==> src/rtl/input_debouncer_if.sv <==
// Raw switch levels in, debounced levels and edge pulses out, for the two-channel debouncer.
// master drives the raw levels; slave is the debouncer itself.
interface input_debouncer_if;
    logic x_raw;
    logic y_raw;
    logic x_clean;
    logic y_clean;
    logic x_rise;
    logic x_fall;
    logic y_rise;
    logic y_fall;

    modport master (
        output x_raw, y_raw,
        input  x_clean, y_clean, x_rise, x_fall, y_rise, y_fall
    );

    modport slave (
        input  x_raw, y_raw,
        output x_clean, y_clean, x_rise, x_fall, y_rise, y_fall
    );
endinterface

==> src/rtl/input_debouncer.sv <==
// Purpose: two independent channels of 2-FF sync + debounce, with registered rise/fall pulses.
// Latency: a steady raw level reaches clean (and its pulse) DB_CYCLES+2 edges after first being sampled.
// Backpressure: none; free-running level conditioner, outputs are valid every cycle.
module input_debouncer #(
    parameter int DB_CYCLES = 4,
    parameter int CNT_W     = 3
) (
    input  logic             clk,
    input  logic             rst_n,
    input_debouncer_if.slave io
);
    localparam logic [CNT_W-1:0] CNT_MAX = CNT_W'(DB_CYCLES - 1);

    // Bit 0 is channel x, bit 1 is channel y throughout.
    logic [1:0]       raw;
    logic [1:0]       sync1;
    logic [1:0]       sync2;
    logic [1:0]       clean_q;
    logic [1:0]       clean_d;
    logic [1:0]       rise_q;
    logic [1:0]       rise_d;
    logic [1:0]       fall_q;
    logic [1:0]       fall_d;
    logic [CNT_W-1:0] cnt_q [2];
    logic [CNT_W-1:0] cnt_d [2];

    assign raw = {io.y_raw, io.x_raw};

    always_comb begin
        clean_d = clean_q;
        rise_d  = '0;
        fall_d  = '0;
        for (int i = 0; i < 2; i++) begin
            cnt_d[i] = '0;
        end
        // A matching sample discards any partial count; the count only survives unbroken runs.
        for (int i = 0; i < 2; i++) begin
            if (sync2[i] != clean_q[i]) begin
                if (cnt_q[i] == CNT_MAX) begin
                    clean_d[i] = sync2[i];
                    rise_d[i]  = sync2[i];
                    fall_d[i]  = ~sync2[i];
                end else begin
                    cnt_d[i] = cnt_q[i] + CNT_W'(1);
                end
            end
        end
    end

    always_ff @(posedge clk or negedge rst_n) begin
        if (!rst_n) begin
            sync1   <= '0;
            sync2   <= '0;
            clean_q <= '0;
            rise_q  <= '0;
            fall_q  <= '0;
            for (int i = 0; i < 2; i++) begin
                cnt_q[i] <= '0;
            end
        end else begin
            sync1   <= raw;
            sync2   <= sync1;
            clean_q <= clean_d;
            rise_q  <= rise_d;
            fall_q  <= fall_d;
            for (int i = 0; i < 2; i++) begin
                cnt_q[i] <= cnt_d[i];
            end
        end
    end

    assign io.x_clean = clean_q[0];
    assign io.y_clean = clean_q[1];
    assign io.x_rise  = rise_q[0];
    assign io.x_fall  = fall_q[0];
    assign io.y_rise  = rise_q[1];
    assign io.y_fall  = fall_q[1];
endmodule

==> src/flat_wrapper.sv <==
// flat-port wrapper written by rule: the top's interface ports become plain ports
module input_debouncer_flat 
#(
    parameter int DB_CYCLES = 4,
    parameter int CNT_W     = 3
)
  (clk, rst_n, io_x_raw, io_y_raw, io_x_clean, io_y_clean, io_x_rise, io_x_fall, io_y_rise, io_y_fall);
  input_debouncer_if io_i ();
  input  logic clk;
  input  logic rst_n;
  input wire logic [$bits(io_i.x_raw)-1:0] io_x_raw;
  input wire logic [$bits(io_i.y_raw)-1:0] io_y_raw;
  output wire logic [$bits(io_i.x_clean)-1:0] io_x_clean;
  output wire logic [$bits(io_i.y_clean)-1:0] io_y_clean;
  output wire logic [$bits(io_i.x_rise)-1:0] io_x_rise;
  output wire logic [$bits(io_i.x_fall)-1:0] io_x_fall;
  output wire logic [$bits(io_i.y_rise)-1:0] io_y_rise;
  output wire logic [$bits(io_i.y_fall)-1:0] io_y_fall;
  assign io_i.x_raw = io_x_raw;
  assign io_i.y_raw = io_y_raw;
  assign io_x_clean = io_i.x_clean;
  assign io_y_clean = io_i.y_clean;
  assign io_x_rise = io_i.x_rise;
  assign io_x_fall = io_i.x_fall;
  assign io_y_rise = io_i.y_rise;
  assign io_y_fall = io_i.y_fall;
  input_debouncer #(.DB_CYCLES(DB_CYCLES), .CNT_W(CNT_W)) u_core (.clk(clk), .rst_n(rst_n), .io(io_i));
endmodule
==> config.mk <==
export PLATFORM = sky130hd
export DESIGN_NAME = input_debouncer_flat
export DESIGN_NICKNAME = d
export VERILOG_FILES = /design/src/rtl/input_debouncer_if.sv /design/src/rtl/input_debouncer.sv /design/src/flat_wrapper.sv
export SDC_FILE = /design/constraint.sdc
export NUM_CORES = 1
export LEC_CHECK = 0
export CORE_UTILIZATION = 35
export CTS_BUF_LIST = sky130_fd_sc_hd__clkbuf_4 sky130_fd_sc_hd__clkbuf_8
export CTS_CLUSTER_DIAMETER = 100
export DETAILED_ROUTE_END_ITERATION = 7
export GPL_TIMING_DRIVEN = 0
export PLACE_DENSITY_LB_ADDON = 0.15
export SYNTH_ARGS = -nofsm -noshare
export SYNTH_HDL_FRONTEND = slang
export SYNTH_SLANG_ARGS = --single-unit
==> constraint.sdc <==
create_clock -name clk -period 1.2 [get_ports clk]
set_input_delay 0.18 -clock clk [delete_from_list [all_inputs] [get_ports clk]]
set_output_delay 0.18 -clock clk [all_outputs]
set_load 0.03 [all_outputs]
==> run summary <==
The number of inserted diodes came out at 0. For this run, the total global-route usage over all layers was measured as 11.1%. The floorplan step defined a die boundary enclosing 1820 µm². The type of element capturing the critical path is a register. The synthesis warning total is 0. The highest ir drop seen on vdd is 0.000756 V. The count of fill cells added during filler insertion is 136. The pre-antenna-repair detailed-routing pass consisted of 2 iterations. The number of pins exceeding their max-slew limit in the final report came out at 0. Counting every net in the synthesized netlist gives 40. The wire length on met2 is 393 µm. Synthesis inferred 16 register bits. The netlist uses 12 different library cells. The critical path goes through ha_2 > nor2b_4 > mux2_4. The met3 wire length is 38 µm. The number of buffers inserted during clock tree synthesis is 3.

On the critical path, the stage with the largest delay is an instance of sky130_fd_sc_hd__dfrtp_1. The number of setup buffers added after CTS came out at 0. The library cell used most frequently in the layout, excluding fill and tap cells, is sky130_fd_sc_hd__dfrtp_1. The number of levels in the clock H-tree came out at 1. From bottom edge to top edge, the die measures 42.7 µm. In the final layout, the share of cells above drive strength 1 is 32.6%.

Dividing total power by cell area gives a power density of 2020 nW/µm². After detailed routing, the average wire length per cell comes to 12.4 µm. Of all nets on the critical path, the largest fanout is 4. The critical path in this run is classified as register to register. The initial core utilization came out at 38.0%. The relative slew slack is 56.0%. The detailed router used layers up to and including met3. The port buffer count came out at 9. The worst-margin pin slew is 0.658 ns. The aggregate routed wire length came out at 770 µm. The mean number of vias per cell is 4.63. The total core area came out at 1520 µm². Leaving out fill and tap cells, the most frequent cells in the layout are sky130_fd_sc_hd__dfrtp_1 (16), sky130_fd_sc_hd__nor3b_1 (4), sky130_fd_sc_hd__clkbuf_4 (3), sky130_fd_sc_hd__clkdlybuf4s50_1 (3), sky130_fd_sc_hd__clkbuf_2 (3). The highest clock rate came out at 863 MHz. The hold violation count in the final report came out at 0.

The clock sink total is 16. The static leakage came out at 0.000324 µW. The number of global-route vias before repair is 331. TritonCTS built the clock tree. The final clock skew is 0.000334 ns. The detailed-routing wirelength on met1 is 338 µm. Entering global routing, the biggest net connects 17 pins.

The first-pass GRT wire length is 1.41 mm. The sum of net half-perimeters after detailed placement is 572 µm. In this design, the largest share of critical-path delay is due to flip-flops. The average cell area after synthesis is 17.0 µm². The chip width came out at 42.7 µm. At the end of the flow the core is filled with cells to 45.4%. The floorplan has 14 rows. The data required time at the worst endpoint is 1.36 ns. The violation count after the first detailed-routing iteration is 1.

The post-synthesis instance area is 579 µm². The number of antenna violations at the first check in global routing was 0. The global placer's final weighted congestion is 0.632. The buffer type at the clock tree root is sky130_fd_sc_hd__clkbuf_4. The remaining routing DRC violations is 0. The number of buffers on the longest clock path came out at 2. The placed standard-cell area is 689 µm². The max-capacitance violation count is 0. STA classifies the critical path startpoint as a register.

The area growth from synthesis to layout came out at 19.4%. For this run, the post-layout net count is 54. The clock period minus worst slack is 1.16 ns.

The final clock period utilization by the worst path came out at 96.6%. In this run the count of I/O pins placed on the die edge is 10. The flow ran to the end, and the final reports show no timing, DRC or antenna violations. Summing all multi-input logic gate instances after layout gives 184 µm².

The clock reaches the later pin of the worst-skew pair after 0.27 ns. After routing the design area is 692 µm². The gate count after technology mapping came out at 34. The path class of the lowest-slack min-delay path is input port to asynchronous set/reset pin.

The number of endpoints failing setup at the final stage came out at 0. The count of nets left with antenna violations once routing finished came out at 0. The arrival time of data at the critical path endpoint came out at 1.32 ns.

The minimum setup slack in the final design came out at 0.0413 ns. The register area share after synthesis came out at 69.1%. The remaining global-route overflow is 0. The pre-CTS worst setup slack came out at -0.0746 ns. The number of buffers and inverters on the critical path came out at 0.

The clock transition time at the flip-flop clock pins of the worst setup and hold paths is 0.08 ns. The total number of vias came out at 287. The maximum single-stage delay on the critical path came out at 0.37 ns.

Registers take 400 µm². Setup repair after global routing could not meet its margin everywhere.
==> through the flow <==
step / hold WS [ns] / total power [µW] / instances / setup TNS [ns]
after detailed placement: 0.338 / 1190 / 59 / -0.145
after global placement: 0.332 / 1150 / 59 / -0.108
final: 0.305 / 1400 / 62 / 0
after global routing: 0.322 / 1500 / 62 / -0.0215
after CTS: 0.325 / 1420 / 62 / 0
after floorplan: -0.116 / 1020 / 34 / 0
==> logic make-up after synthesis <==
logic type    synth area share [%]
xor+xnor                      3.02
fa+ha+maj                     4.32
mux                           4.53
flops                         69.1
simple gates                  19.0
==> power by group <==
| group | total (µW) | internal (µW) | leakage [µW] | switching, µW |
|---|---|---|---|---|
| registers | 723 | 643 | 0.000206 | 80.0 |
| clock network | 259 | 116 | 0.0000138 | 143 |
| logic | 415 | 192 | 0.000104 | 223 |
==> per-layer routing <==
layer	vias up	GRT usage, %
li1	139	-
met4	0	7.50
met2	6	16.1
met5	-	0
met1	142	13.9
met3	0	3.83
==> Yosys cell counts <==
cell                       number  area, µm²
sky130_fd_sc_hd__and3b_1        2       17.5
sky130_fd_sc_hd__dfrtp_1       16        400
sky130_fd_sc_hd__ha_1           2       25.0
sky130_fd_sc_hd__mux2_1         1       11.3
sky130_fd_sc_hd__mux2_4         1       15.0
sky130_fd_sc_hd__nand2b_4       1       13.8
sky130_fd_sc_hd__nor2b_1        2       12.5
sky130_fd_sc_hd__nor2b_4        1       13.8
sky130_fd_sc_hd__nor3_2         1       10.0
sky130_fd_sc_hd__nor3b_1        4       30.0
sky130_fd_sc_hd__nor3b_2        1       12.5
sky130_fd_sc_hd__xnor2_1        2       17.5
==> path summary, 6_finish.rpt <==
path                            depth (start not counted)                end  slack [ns]             from
min in group clk                                        1    u_core.sync1[1]        0.34         io_y_raw
worst min register to register                          0    u_core.sync2[1]        0.36  u_core.sync1[1]
worst max register to register                          3  u_core.clean_q[0]        0.04  u_core.cnt_q[3]
worst min-delay path                                    1    u_core.cnt_q[5]        0.31            rst_n
worst max-delay path                                    3  u_core.clean_q[0]        0.04  u_core.cnt_q[3]
max in group asynchronous                               1    u_core.cnt_q[0]        0.47            rst_n
==> area by class of cell <==
cell class	instances	share of cell area, %
sequential	16	57.9
clock buffer	3	3.25
multi-input combinational	18	26.6
tap	16	2.89
timing repair buffer	9	9.40
==> registers in the layout, summed over array words and instances, names as in the netlist <==
register	flops
u_core.sync1	2
u_core.rise_q	2
u_core.cnt_q	6
u_core.sync2	2
u_core.fall_q	2
u_core.clean_q	2
==> what timing repair did <==
action	4_1_cts	5_1_grt
endpoints found under the setup margin	6	6
pin swaps	0	0
hold buffers	0	0
hold endpoints to repair	0	0
cloned	0	0
gates resized for setup	15	8
No activity file was read; power rests on OpenSTA's default activity.
